`src/rtl/rca_pkg.sv`:
```
// rca_pkg: shared FSM state type and default sizing for the rca_acc summing block
package rca_pkg;
  localparam int WIDTH = 9;
  localparam int CNT_W = 4;
  typedef enum logic [1:0] {IDLE, ACC, DONE} state_t;
endpackage

```
`src/rtl/rca_acc_if.sv`:
```
// rca_acc_if: start, operand and result handshake bundle of rca_acc
interface rca_acc_if
  import rca_pkg::*;
#(
  parameter int width = WIDTH,
  parameter int cnt_w = CNT_W
);
  logic                   start_i;
  logic [cnt_w-1:0]       len_i;
  logic                   in_valid_i;
  logic                   in_ready_o;
  logic [width-1:0]       data_i;
  logic                   out_valid_o;
  logic                   out_ready_i;
  logic [width+cnt_w-1:0] sum_o;
  logic                   busy_o;
  modport master (
    output start_i, len_i, in_valid_i, data_i, out_ready_i,
    input  in_ready_o, out_valid_o, sum_o, busy_o
  );
  modport slave (
    input  start_i, len_i, in_valid_i, data_i, out_ready_i,
    output in_ready_o, out_valid_o, sum_o, busy_o
  );
endinterface

```
`src/rtl/rca.sv`:
```
// rca: combinational ripple-carry adder
module rca
  import rca_pkg::*;
#(
  parameter int n = WIDTH + CNT_W
) (
  input  logic [n-1:0] a_i,
  input  logic [n-1:0] b_i,
  input  logic         ci_i,
  output logic [n-1:0] sum_o,
  output logic         co_o
);
  logic [n:0] w_c;
  assign w_c[0] = ci_i;
  for (genvar i = 0; i < n; i++) begin : g_bit
    assign sum_o[i]  = a_i[i] ^ b_i[i] ^ w_c[i];
    assign w_c[i+1]  = (a_i[i] & b_i[i]) | (w_c[i] & (a_i[i] ^ b_i[i]));
  end
  assign co_o = w_c[n];
endmodule

```
`src/rtl/rca_acc.sv`:
```
// rca_acc: sums len_i operands through a ripple-carry adder and hands off the result
module rca_acc
  import rca_pkg::*;
#(
  parameter int width = WIDTH,
  parameter int cnt_w = CNT_W
) (
  input logic   clk_i,
  input logic   rst_ni,
  rca_acc_if.slave bus
);
  localparam int acc_w = width + cnt_w;
  state_t             r_state, w_next;
  logic [acc_w-1:0]   r_acc, w_sum;
  logic [cnt_w-1:0]   r_cnt, r_len;
  logic               w_take, w_last, w_co;
  assign w_take = (r_state == ACC) && bus.in_valid_i;
  assign w_last = r_cnt == r_len - 1'b1;
  rca #(.n(acc_w)) u_add (
    .a_i  (r_acc),
    .b_i  ({{cnt_w{1'b0}}, bus.data_i}),
    .ci_i (1'b0),
    .sum_o(w_sum),
    .co_o (w_co)
  );
  always_ff @(posedge clk_i) r_state <= !rst_ni ? IDLE : w_next;
  always_comb begin
    w_next = r_state;
    case (r_state)
      IDLE:    w_next = bus.start_i ? (|bus.len_i ? ACC : DONE) : IDLE;
      ACC:     w_next = (w_take && w_last) ? DONE : ACC;
      DONE:    w_next = bus.out_ready_i ? IDLE : DONE;
      default: w_next = IDLE;
    endcase
  end
  always_comb begin
    bus.in_ready_o  = r_state == ACC;
    bus.out_valid_o = r_state == DONE;
    bus.busy_o      = r_state != IDLE;
    bus.sum_o       = r_acc;
  end
  always_ff @(posedge clk_i) begin
    if (!rst_ni) begin
      r_acc <= '0;
      r_cnt <= '0;
      r_len <= '0;
    end else if (r_state == IDLE && bus.start_i) begin
      r_acc <= '0;
      r_cnt <= '0;
      r_len <= bus.len_i;
    end else if (w_take) begin
      r_acc <= w_sum;
      r_cnt <= r_cnt + 1'b1;
    end
  end
  // acc_w is sized so the adder carry-out can never be set
  always_ff @(posedge clk_i) if (rst_ni && w_take) assert (!w_co);
endmodule

```
`src/flat_wrapper.sv`:
```
// flat-port wrapper written by rule: the top's interface ports become plain ports
module rca_acc_flat import rca_pkg::*;
#(
  parameter int width = WIDTH,
  parameter int cnt_w = CNT_W
)
  (clk_i, rst_ni, bus_start_i, bus_len_i, bus_in_valid_i, bus_data_i, bus_out_ready_i, bus_in_ready_o, bus_out_valid_o, bus_sum_o, bus_busy_o);
  rca_acc_if #(.width(width), .cnt_w(cnt_w)) bus_i ();
  input logic clk_i;
  input logic rst_ni;
  input wire logic [$bits(bus_i.start_i)-1:0] bus_start_i;
  input wire logic [$bits(bus_i.len_i)-1:0] bus_len_i;
  input wire logic [$bits(bus_i.in_valid_i)-1:0] bus_in_valid_i;
  input wire logic [$bits(bus_i.data_i)-1:0] bus_data_i;
  input wire logic [$bits(bus_i.out_ready_i)-1:0] bus_out_ready_i;
  output wire logic [$bits(bus_i.in_ready_o)-1:0] bus_in_ready_o;
  output wire logic [$bits(bus_i.out_valid_o)-1:0] bus_out_valid_o;
  output wire logic [$bits(bus_i.sum_o)-1:0] bus_sum_o;
  output wire logic [$bits(bus_i.busy_o)-1:0] bus_busy_o;
  assign bus_i.start_i = bus_start_i;
  assign bus_i.len_i = bus_len_i;
  assign bus_i.in_valid_i = bus_in_valid_i;
  assign bus_i.data_i = bus_data_i;
  assign bus_i.out_ready_i = bus_out_ready_i;
  assign bus_in_ready_o = bus_i.in_ready_o;
  assign bus_out_valid_o = bus_i.out_valid_o;
  assign bus_sum_o = bus_i.sum_o;
  assign bus_busy_o = bus_i.busy_o;
  rca_acc #(.width(width), .cnt_w(cnt_w)) u_core (.clk_i(clk_i), .rst_ni(rst_ni), .bus(bus_i));
endmodule
```
`config.mk`:
```
export PLATFORM = sky130hd
export DESIGN_NAME = rca_acc_flat
export DESIGN_NICKNAME = d
export VERILOG_FILES = /design/src/rtl/rca_pkg.sv /design/src/rtl/rca_acc_if.sv /design/src/rtl/rca.sv /design/src/rtl/rca_acc.sv /design/src/flat_wrapper.sv
export SDC_FILE = /design/constraint.sdc
export NUM_CORES = 1
export LEC_CHECK = 0
export ABC_CLOCK_PERIOD_IN_PS = 6800
export BUFFER_PORTS_ARGS = -buffer_cell sky130_fd_sc_hd__buf_2
export CORE_ASPECT_RATIO = 1.5
export CORE_UTILIZATION = 55
export CTS_CLUSTER_DIAMETER = 60
export DETAILED_ROUTE_END_ITERATION = 6
export PLACE_DENSITY = 0.83
export SYNTH_ARGS = -nofsm -noshare
export SYNTH_HDL_FRONTEND = slang
export SYNTH_SLANG_ARGS = --single-unit
export TNS_END_PERCENT = 20
```
`constraint.sdc`:
```
create_clock -name clk_i -period 6.8 [get_ports clk_i]
set_input_delay 1.02 -clock clk_i [delete_from_list [all_inputs] [get_ports clk_i]]
set_output_delay 1.02 -clock clk_i [all_outputs]
set_load 0.05 [all_outputs]
```
* Word level (Yosys, flattened, before mapping)
Cells that the tools add are included.
W data, S select, Z words.
** Word-level totals
- Output and inout port bits :: 16
- Word-level logic and storage cells :: 71
- Bits of input ports :: 18
- Flip-flop bits (word level) :: 23
** Operators by class
- Mux-type cells :: 5
- Eq/ne operators :: 3
- Add/sub/neg operators :: 2
- Bitwise gates (word level) :: 50
- Reduce and logical (&&, ||, !) cells :: 7
** Operators with widths (count)
- $xor A1 B1 Y1 :: 21
- $and A1 B1 Y1 :: 20
- $mux W2 :: 4
- $or A1 B1 Y1 :: 8
- $pmux W2 S3 :: 1
- $add A4 B1 Y4 const B :: 1
- $eq A4 B4 Y1 :: 1
- $reduce_or A4 Y1 :: 1
- $sub A4 B1 Y4 const B :: 1
- $logic_and A1 B1 Y1 :: 3
- $eq A2 B1 Y1 const B :: 1
- $eq A2 B2 Y1 const B :: 1
- $logic_not A2 Y1 :: 1
- $reduce_bool A2 Y1 :: 1
- $reduce_or A2 Y1 :: 1
- $not A1 Y1 :: 1

* Longest topological paths before layout
Gate-level depths: netlist of the first run.
- Depth after elaboration :: 21
- Mapped depth :: 17
- Gate-level depth less buffers :: 17

* Cells and area by module
From an unflattened synthesis of the first run, not the netlist that was laid out.
** Unflattened totals
- Cells, all modules :: 138
- Area total of the unflattened synthesis :: 1302.5 um^2
** Modules (own cells, without submodules)
- rca_acc :: cells each 115, area each 1004.7 um^2, sequential area each 460.4 um^2, times used 1
- rca :: cells each 23, area each 297.8 um^2, sequential area each 0.0 um^2, times used 1

* Worst setup path before layout of the first run
No wires, ideal clock.
- Path type :: input to register
- Start point :: input bus_data_i[0]
- End point :: register u_core.r_acc[12], in the netlist u_core.bus.sum_o[12]
- Library setup time :: 0.115 ns
- Stages on the path :: 17
- Path buffers :: 0
- Path slack :: 1.878 ns
- Arrival time :: 4.807 ns
- Data required time :: 6.685 ns
- Cell sequence :: ha_1 -> inv_1 -> fa_1 -> inv_1 -> fa_1 -> fa_1 -> fa_1 -> fa_1 -> fa_1 -> fa_1 -> fa_1 -> ha_1 -> ha_1 -> ha_1 -> nand2_1 -> xor2_1 -> nor2_1
** On the way
- Longest elaborated chain between the ends :: 21
** RTL lines
- from (decl) :: line flat_wrapper.sv:14 : input wire logic [$bits(bus_i.data_i)-1:0] bus_data_i;
- $and A1 B1 Y1 (2 in series) :: line rca.sv:17 : assign w_c[i+1] = (a_i[i] & b_i[i]) | (w_c[i] & (a_i[i] ^ b_i[i]));
- $or A1 B1 Y1 :: line rca.sv:17
- $and A1 B1 Y1 :: line rca.sv:17
- $or A1 B1 Y1 :: line rca.sv:17
- $and A1 B1 Y1 :: line rca.sv:17
- $or A1 B1 Y1 :: line rca.sv:17
- $and A1 B1 Y1 :: line rca.sv:17
- $or A1 B1 Y1 :: line rca.sv:17
- [... 2 more ...]
- $and A1 B1 Y1 :: line rca.sv:17
- $or A1 B1 Y1 :: line rca.sv:17
- $and A1 B1 Y1 :: line rca.sv:17
- $or A1 B1 Y1 :: line rca.sv:17
- $and A1 B1 Y1 :: line rca.sv:17
- $or A1 B1 Y1 :: line rca.sv:17
- $and A1 B1 Y1 (3 in series) :: line rca.sv:17
- $xor A1 B1 Y1 :: line rca.sv:16 : assign sum_o[i] = a_i[i] ^ b_i[i] ^ w_c[i];
- to (signal assigned) :: line rca_acc.sv:52 : r_acc <= w_sum;
- to (decl) :: line rca_acc.sv:14 : logic [acc_w-1:0] r_acc, w_sum;
Every way passes these cells.
A chain may end at the register's enable or synchronous reset.

* Worst setup path in the final report of the first run
Ends and elaborated chain as after synthesis.

==> results of run 1 <==
logic make-up after synthesis:
logic type / Yosys count / share of synthesized area
buffers and inverters: 12 / 0.0558
xor gates and xnor gates: 10 / 0.0711
and+or+nand+nor: 51 / 0.200
adders and majority gates: 14 / 0.191
AOI/OAI and AO/OA: 19 / 0.0924
DFF: 23 / 0.374
muxes: 2 / 0.0162
sequential cells by signal, indices dropped and copies added, names as in the netlist:
name	flops
u_core.r_cnt	4
u_core.r_state	2
u_core.bus.sum_o	13
u_core.r_len	4
cell type report:
cell class                 count  area, um2
multi-input combinational     96        703
clock buffer                   4       26.3
tap                           22       27.5
timing repair buffer          33        165
sequential                    23        460
fill                         171        664
inverter                       8       30.0
per-layer routing:
| metal | GRT usage | vias to the layer above | part of all wire |
|---|---|---|---|
| li1 | - | 491 | - |
| met1 | 0.236 | 457 | 0.41 |
| met2 | 0.401 | 28 | 0.53 |
| met3 | 0.0297 | 2 | 0.047 |
| met4 | 0.0952 | 0 | 0.0078 |
| met5 | 0 | - | 0 |
where the power goes:
group,switching (mW),internal [mW],total (mW)
logic,0.0297,0.0182,0.0479
registers,0.00422,0.139,0.143
clock network,0.0378,0.0228,0.0606
total,0.0717,0.180,0.252
worst max-delay path: stages:
cell,delay (ps)
buf_2,100
ha_1,180
inv_1,60
fa_1,150
inv_1,50
fa_1,390
fa_1,390
fa_1,380
fa_1,390
fa_1,400
fa_1,400
fa_1,380
ha_1,190
ha_1,180
ha_1,170
nand2_1,70
xor2_1,150
nor2_1,60
through the flow:
stage	hold WS, ps	setup slack [ps]	util	std cells
2_1_floorplan	476	1880	-	131
3_3_place_gp	461	1650	0.667	182
3_5_place_dp	480	1500	0.667	182
4_1_cts	497	1830	0.680	186
5_1_grt	530	1680	0.680	186
6_report	490	1860	0.680	186
cells in the mapped netlist (2+ instances only):
library cell	n	area, um2
nand2_1	28	105
dfxtp_1	23	460
a21oi_1	15	75.1
fa_1	8	160
inv_1	8	30.0
ha_1	6	75.1
nor2_1	6	22.5
nor2b_1	5	31.3
xnor2_1	5	43.8
xor2_1	5	43.8
buf_6	3	33.8
mux2i_1	2	20.0
nor3_1	2	10.0
worst max-delay path by stage:
stage | start | to | cells past startpoint
detailed placement | bus_data_i[0] | u_core.bus.sum_o[12] | 18
floorplan | bus_data_i[0] | u_core.bus.sum_o[12] | 17
global placement | bus_data_i[0] | u_core.bus.sum_o[12] | 18
CTS | bus_data_i[0] | u_core.bus.sum_o[12] | 18
global route | bus_data_i[0] | u_core.bus.sum_o[12] | 18
finish | bus_data_i[0] | u_core.bus.sum_o[12] | 18
==> summary.txt, run 1 <==
Run status
  • Status: finished clean

Clock network
  • CTS tree: yes
  • H-tree levels: 1
  • # hold bufs at CTS: 0
  • Clk Latency, worst-skew pair: 300 ps
  • Root buf cell: clkbuf_4
  • Post-CTS sizing: 0
  • Clk sink count: 23
  • Post-CTS Setup Bufs: 0
  • Clk slew on worst S/H paths: roughly 110 ps
  • CTS Buffer Depth: 2
  • TritonCTS Buffers: 3

Finish
  • Layout cell share with drive strength beyond 1: 0.244
  • Layout Nets: 197
  • N_diodes: 0
  • Finished layout cell area: about 1400 um2
  • Synth-to-layout area growth: 14.6%
  • Most frequent cells in the layout: buf_2 (33), nand2_1 (28), dfxtp_1 (23)
  • Commonest non-fill, non-tap cell in the layout: buf_2

Floorplan
  • Core area: 2080 um2
  • Initial Utilization: 0.593
  • Die H: 60.0 um
  • Row count: 20
  • Io pins: 34
  • Die X: 40.7 um
  • DIE AREA: around 2400 um2

Place
  • Port bufs: 33
  • Gp weighted congestion: 0.725
  • HPWL Detailed: between 1500 and 2000 um
  • Area post-placement: 1390 um2

STA
  • Max-slew violation count: 0
  • Final setup vio count: 0
  • Slew @ Worst Pin: 632 ps
  • Final worst path period need: 4940 ps
  • RSZ-0062 raised after global routing: false
  • Period utilization: 0.727
  • Max Freq: 202 MHz
  • Slew HR: 0.579
  • Hold Vio Cnt, Final: 0
  • Setup_tns: 0 ps
  • Post-Route Skew: 5.93 ps

Power and ir drop
  • Leak: 0.646 nW
  • PwrDens: 178 nW/um2
  • VDD IR max: ~0.15 mV
  • Tot Pwr: 0.252 mW

Synthesis
  • Count of different cell masters after synthesis: 28
  • Fraction of registers with async set/reset: 0
  • EDFF count, synth: 0
  • Synthesized flop and latch total: 23
  • Register area share after synthesis: 0.374
  • Avg Inst Size Synth: about 9.4 um2
  • Syn_nets: 163
  • Cell Area, Synth: between 1000 and 1500 um2
  • Synthesized instance count: 131
  • Ys flop type: dfxtp_1
  • Synth warnings: 0

GRT
  • All-Layer GR Usage: 0.221
  • Initial antenna violation count: 0
  • Vias in the first global route: 932
  • Gr ovfl total: 0
  • First-pass GRT wire length: 3720 um
  • Pin count of the biggest net entering global routing: 19

Setup path
  • WP data required: roughly 7000 ps
  • Reg-to-reg slack, setup: ~2300 ps
  • R2r startpoint: u_core.bus.sum_o[0]
  • CP max FO: 1
  • R2R Path End: u_core.bus.sum_o[12]
  • Crit path kind: in -> reg
  • Worst Reg-to-Reg Cells: 17
  • Crit. End Element: register
  • WP data arrival: about 5100 ps
  • CP startpoint kind: input port

Detailed routing
  • Post-route DRC: 0
  • WL per Instance: 11.7 um
  • DR vias: 978
  • Via density per instance: ~5.3
  • Antenna Nets Post-Route: 0
  • Initial drt markers: 23
  • Drt first pass iters: 4
  • Final wirelength: ~2200 um

Min path
  • Worst Hold Path EP: u_core.bus.sum_o[0]
  • Hold Path Stages: 2
  • Hold WC Path Type: reg -> reg
  • Hold_sp: u_core.bus.sum_o[0]

Run
  • Max-cap viol count: 0
Note: power is estimated with default switching activity, not from simulation.
==> inputs of run 2 (changes only) <==
Settings changed: ABC_CLOCK_PERIOD_IN_PS 6800 to 4880, CORE_UTILIZATION 55 to 51, PLACE_DENSITY 0.83 to 0.78.
Clock period 6.8 ns to 4.88 ns, I/O delays scaled along.
==> run 2 against run 1 <==
Clock power grew 50%. Count of clock-buffer cells in the layout decreased by 1. Highest routed layer unchanged. Largest power group unchanged. Critical path type unchanged. Via count increased by 2.0%.
==> summary.txt, run 2 (synthesis results as in run 1) <==
GRT
  • All-Layer GR Usage: 0.194 (was 0.221)
  • Pin count of the biggest net entering global routing: 19 (unchanged)
  • M3 GR Usage: 0.0203 (was 0.0297)
  • Met1 usage in global routing: 0.190 (was 0.236)
  • Met2 usage: 0.395 (was 0.401)
  • First-pass GRT wire length: 4110 um (was 3720 um)
  • Initial antenna violation count: 0 (unchanged)
  • Vias in the first global route: 1035 (was 932)
  • Global route hottest layer: met2 (unchanged)
  • Gr ovfl total: 0 (unchanged)

Finish
  • Commonest non-fill, non-tap cell in the layout: buf_2 (unchanged)
  • Most frequent cells in the layout: buf_2 (33), nand2_1 (28), dfxtp_1 (23) (unchanged)
  • N_diodes: 0 (unchanged)
  • Max reg flops: 13 (unchanged)
  • Post-Layout Cell Count: 187 (was 186)
  • Layout Nets: 197 (unchanged)
  • Layout cell share with drive strength beyond 1: 0.250 (was 0.244)
  • Final core occ: 0.626 (was 0.680)
  • Synth-to-layout area growth: 14.8% (was 14.6%)
  • Fillers: 219 (was 171)

Power and ir drop
  • VDD IR max: 0.184 mV (was 0.154 mV)
  • Tot Pwr: 0.357 mW (was 0.252 mW)
  • Leak: 0.649 nW (was 0.646 nW)
  • PwrDens: 252 nW/um2 (was 178 nW/um2)

Min path
  • Hold_sp: u_core.bus.sum_o[0] (unchanged)
  • Hold WC Path Type: reg -> reg (unchanged)
  • Worst Hold Path EP: u_core.bus.sum_o[0] (unchanged)
  • Hold Path Stages: 2 (unchanged)

Clock network
  • TritonCTS Buffers: 3 (unchanged)
  • Post-CTS Setup Bufs: 0 (unchanged)
  • # hold bufs at CTS: 0 (unchanged)
  • H-tree levels: 1 (unchanged)
  • Clk Latency, worst-skew pair: 320 ps (was 300 ps)
  • Post-CTS sizing: 0 (unchanged)
  • Clk slew on worst S/H paths: 130 ps (was 110 ps)
  • CTS Buffer Depth: 2 (unchanged)
  • Clk sink count: 23 (unchanged)
  • Root buf cell: clkbuf_4 (unchanged)
  • CTS tree: yes (unchanged)

STA
  • Max Freq: roughly 220 MHz
  • Setup ws final: 348 ps (was 1860 ps)
  • Slew HR: 0.581 (was 0.579)
  • RSZ-0062 raised after global routing: false (unchanged)
  • Slew @ Worst Pin: 629 ps (was 632 ps)
  • Hold Vio Cnt, Final: 0 (unchanged)
  • Period utilization: 0.929
  • Max-slew violation count: 0 (unchanged)
  • Setup_tns: 0 ps (unchanged)
  • Final worst path period need: 4530 ps
  • Final setup vio count: 0 (unchanged)
  • Post-Route Skew: 6.66 ps (was 5.93 ps)

Setup path
  • R2r startpoint: u_core.bus.sum_o[0] (unchanged)
  • Crit path launch: bus_data_i[0] (unchanged)
  • WP data arrival: 4740 ps (was 5120 ps)
  • Reg-to-reg slack, setup: 480 ps (was 2320 ps)
  • Crit. End Element: register (unchanged)
  • Crit path kind: in -> reg (unchanged)
  • R2R Path End: u_core.bus.sum_o[12] (unchanged)
  • CP max FO: 1 (unchanged)
  • Worst Reg-to-Reg Cells: 17 (unchanged)
  • WP data required: 5090 ps (was 6980 ps)
  • CP startpoint kind: input port (unchanged)

Floorplan
  • Die H: 62.2 um (was 60.0 um)
  • Initial Utilization: 0.545 (was 0.593)
  • Row count: 21 (was 20)
  • Die X: 42.1 um (was 40.7 um)
  • Core area: 2260 um2 (was 2080 um2)
  • DIE AREA: 2620 um2 (was 2440 um2)
  • Io pins: 34 (unchanged)

Detailed routing
  • Antenna Nets Post-Route: 0 (unchanged)
  • Via density per instance: 5.34 (was 5.26)
  • Drt first pass iters: 5 (was 4)
  • WL per Instance: 12.1 um (was 11.7 um)
  • DR vias: 998 (was 978)
  • Initial drt markers: 33 (was 23)
  • Post-route DRC: 0 (unchanged)
  • Final wirelength: 2260 um (was 2180 um)

Place
  • Pre-CTS setup slack: -40.9 ps (was 1500 ps)
  • Post-Place Cells: 183 (was 182)
  • Port bufs: 33 (unchanged)
  • HPWL Detailed: 1760 um (was 1750 um)
  • Gp weighted congestion: 0.746 (was 0.725)

Run status
  • Status: finished clean (unchanged)

Run
  • Max-cap viol count: 0 (unchanged)
run 2: cell type report:
type,count,area [um2],share of cell area
clock buffers,3,22.5,0.0159
clock inverters,1,5.00,0.00354
flip-flops and latches,23,460,0.325
multi-input cells,96,703,0.497
repair buffers,33,165,0.117
well taps,23,28.8,0.0203
inverters,8,30.0,0.0212
run 2: worst max path at each step:
stage	end	slack, ps	cells past startpoint
after floorplan	u_core.bus.sum_o[12]	250	17
after global placement	u_core.bus.sum_o[12]	50	18
after CTS	u_core.bus.sum_o[12]	330	18
after detailed placement	u_core.bus.sum_o[12]	-40	18
after global routing	u_core.bus.sum_o[12]	190	18
final	u_core.bus.sum_o[12]	350	18
run 2: through the flow:
stage / hold slack (ps) / area [um2]
final: 494 / 1420
after global routing: 511 / 1420
after CTS: 493 / 1420
after detailed placement: 475 / 1390
after global placement: 462 / 1390
after floorplan: 476 / 1230
run 2: layer usage:
metal	wire, um	vias up
li1	-	490
met1	894	477
met2	1240	27
met3	84	4
met4	38	0
met5	0	-
run 2: critical path, stage by stage:
cell and delay, ps:
buf_2 100, ha_1 170, inv_1 60, fa_1 150, inv_1 50, fa_1 370
fa_1 390, fa_1 380, fa_1 390, fa_1 390, fa_1 390, fa_1 370
ha_1 190, ha_1 170, ha_1 170, nand2_1 70, xor2_1 150, nor2_1 50
run 2: power by group:
part	internal, mW	total (mW)	switching, mW	leakage [nW]
Sequential	0.194	0.199	0.00589	0.187
Combinational	0.0252	0.0668	0.0416	0.445
Clock	0.0307	0.0910	0.0603	0.0177
==> inputs of run 3 (changes only) <==
Settings changed: CORE_UTILIZATION 51 to 52, PLACE_DENSITY 0.78 to 0.79, SLEW_MARGIN from default to 20, SYNTH_HIERARCHICAL from default to 1.
==> run 3 against run 2 <==
The flow now finishes with violations (setup timing). Synthesized cell count up 4.6%. Count of clock-buffer cells in the layout up 1. Power up 5.2%. First-iteration DRC count down 55%. Die area up 3.2%. Sequential share of layout area down 3.0 points. Non-clock buffer count up 2.
==> summary.txt, run 3 <==
Clock network
  • # hold bufs at CTS: 0 (unchanged)
  • TritonCTS Buffers: 3 (unchanged)
  • CTS tree: yes (unchanged)
  • H-tree levels: 1 (unchanged)
  • Clk slew on worst S/H paths: 130 ps (about the same)
  • Clk sink count: 23 (unchanged)
  • Root buf cell: clkbuf_4 (unchanged)
  • CTS Buffer Depth: 2 (unchanged)
  • Clk Latency, worst-skew pair: 300 ps (was 320 ps)
  • Post-CTS Setup Bufs: 0 (unchanged)

Finish
  • Final core occ: 0.683 (was 0.626)
  • N_diodes: 0 (unchanged)
  • Fillers: 205 (was 219)
  • Reg area: 460 um2 (unchanged)
  • Most frequent cells in the layout: buf_2 (32), nand2_1 (31), dfxtp_1 (23) (was buf_2 (33), nand2_1 (28), dfxtp_1 (23))
  • Commonest non-fill, non-tap cell in the layout: buf_2 (unchanged)
  • Area of the multi-input gates: 810 um2 (was 703 um2)
  • Max reg flops: 13 (unchanged)
  • Layout Nets: 210 (was 197)
  • Synth-to-layout area growth: 20.1% (was 14.8%)
  • Layout cell share with drive strength beyond 1: 0.341 (was 0.250)
  • Finished layout cell area: 1560 um2 (was 1420 um2)
  • Post-Layout Cell Count: 199 (was 187)

Power and ir drop
  • Psw: 0.117 mW (was 0.108 mW)
  • Leak: 0.687 nW (was 0.649 nW)
  • Internal Pwr Total: 0.259 mW (was 0.250 mW)
  • PwrDens: 241 nW/um2 (was 252 nW/um2)
  • Sw frac: 0.311 (was 0.302)
  • Sequential share of power: 0.537 (was 0.558)
  • VDD IR max: 0.169 mV (was 0.184 mV)
  • Clk network pwr share: 0.238 (was 0.255)
  • Tot Pwr: 0.376 mW (was 0.357 mW)
  • Logic pwr share: 0.225 (was 0.187)

Synthesis
  • Synth warnings: 6 (was 0)
  • Synthesized instance count: 137 (was 131)
  • Cell Area, Synth: 1300 um2 (was 1230 um2)
  • Avg Inst Size Synth: 9.48 um2 (was 9.41 um2)

Run status
  • Status: complete, but fails checks (was finished clean)
  • Failing checks: setup timing

Detailed routing
  • DR vias: 1020 (was 998)
  • Final wirelength: 2490 um (was 2260 um)
  • Via density per instance: 5.13 (was 5.34)
  • Initial drt markers: 15 (was 33)
  • WL per Instance: 12.5 um (was 12.1 um)
  • Post-route DRC: 0 (unchanged)
  • Antenna Nets Post-Route: 0 (unchanged)
  • Drt first pass iters: 4 (was 5)

Setup path
  • WP data required: 5130 ps (was 5090 ps)
  • R2R Path End: u_core/bus.sum_o[12] (was u_core.bus.sum_o[12])
  • CP max FO: 1 (unchanged)
  • CP startpoint kind: input port (unchanged)
  • Crit. End Element: register (unchanged)
  • R2r startpoint: u_core/bus.sum_o[0] (was u_core.bus.sum_o[0])
  • Crit path kind: in -> reg (unchanged)
  • Reg-to-reg slack, setup: -590 ps (was 480 ps)
  • Worst Reg-to-Reg Cells: 19 (was 17)
  • WP data arrival: 5850 ps (was 4740 ps)
  • Crit path launch: bus_data_i[0] (unchanged)

Floorplan
  • Core area: 2290 um2 (was 2260 um2)
  • Initial Utilization: 0.568 (was 0.545)
  • Io pins: 34 (unchanged)
  • Row count: 21 (unchanged)
  • Die X: 42.8 um (was 42.1 um)
  • DIE AREA: 2710 um2 (was 2620 um2)
  • Die H: 63.2 um (was 62.2 um)

STA
  • Setup ws final: -721 ps (was 348 ps)
  • Post-Route Skew: 1.80 ps (was 6.66 ps)
  • Period utilization: 1.15 (was 0.929)
  • RSZ-0062 raised after global routing: true (was false)
  • Max Freq: 179 MHz (was 221 MHz)
  • Final worst path period need: 5600 ps (was 4530 ps)
  • Setup_tns: -1080 ps (was 0 ps)
  • Worst hold slack: 504 ps (was 494 ps)
  • Slew @ Worst Pin: 753 ps (was 629 ps)
  • Max-slew violation count: 0 (unchanged)
  • Final setup vio count: 2 (was 0)
  • Hold Vio Cnt, Final: 0 (unchanged)
  • Slew HR: 0.498 (was 0.581)

Place
  • Gp weighted congestion: 0.728 (was 0.746)
  • Pre-CTS setup slack: -1050 ps (was -40.9 ps)
  • Post-Place Cells: 195 (was 183)
  • Port bufs: 33 (unchanged)
  • Area post-placement: 1520 um2 (was 1390 um2)
  • HPWL Detailed: 1970 um (was 1760 um)

Min path
  • Hold WC Path Type: reg -> reg (unchanged)
  • Hold_sp: u_core/bus.sum_o[12] (was u_core.bus.sum_o[0])
  • Worst Hold Path EP: u_core/bus.sum_o[12] (was u_core.bus.sum_o[0])
  • Hold Path Stages: 2 (unchanged)

GRT
  • Pin count of the biggest net entering global routing: 19 (unchanged)
  • Initial antenna violation count: 0 (unchanged)
  • All-Layer GR Usage: 0.216 (was 0.194)
  • Gr ovfl total: 0 (unchanged)
  • First-pass GRT wire length: 4540 um (was 4110 um)
  • Vias in the first global route: 1101 (was 1035)

Run
  • Max-cap viol count: 0 (unchanged)
==> run 3: routing by layer <==
layer	vias to the layer above	track usage	part of all wire
li1	506	-	-
met1	491	0.240	0.38
met2	21	0.402	0.57
met3	2	0.0229	0.040
met4	0	0.0820	0.0080
met5	-	0	0
==> run 3: power groups by stage <==
stage | combinational [mW] | sequential, mW | clock (mW)
6_report | 0.0845 | 0.202 | 0.0896
3_3_place_gp | 0.0798 | 0.205 | 0
4_1_cts | 0.0836 | 0.202 | 0.0907
3_5_place_dp | 0.0834 | 0.206 | 0
2_1_floorplan | 0.0493 | 0.217 | 0
5_1_grt | 0.0949 | 0.203 | 0.100
==> run 3: layout make-up <==
class / instances / share of cell area
Timing Repair Buffer: 35 / 0.119
Clock buffer: 4 / 0.0168
Tap cell: 23 / 0.0184
Sequential cell: 23 / 0.295
Multi-Input combinational cell: 101 / 0.519
Inverter: 13 / 0.0313
==> run 3: worst max-delay path by stage <==
stage,slack (ps),cells past startpoint,to
floorplan,750,13,u_core/bus.sum_o[8]
global placement,-970,20,u_core/bus.sum_o[12]
detailed placement,-1050,20,u_core/bus.sum_o[12]
CTS,-740,20,u_core/bus.sum_o[12]
global route,-850,20,u_core/bus.sum_o[12]
finish,-720,20,u_core/bus.sum_o[12]
==> run 3: critical path, cell delays in order <==
cell,delay (ps)
buf_6,90
fa_2,350
inv_2,60
fa_2,200
inv_2,40
fa_2,330
fa_2,350
fa_2,370
fa_2,370
fa_2,380
fa_2,380
fa_2,380
fa_2,360
fa_2,350
fa_2,340
inv_2,60
fa_1,410
inv_1,70
nand2_1,60
a21oi_2,160
==> run 3: repair_timing <==
action,in CTS,in global routing
pin swaps,0,8
gates resized for setup,1,7
setup endpoints to repair,3,3
cloned,0,0
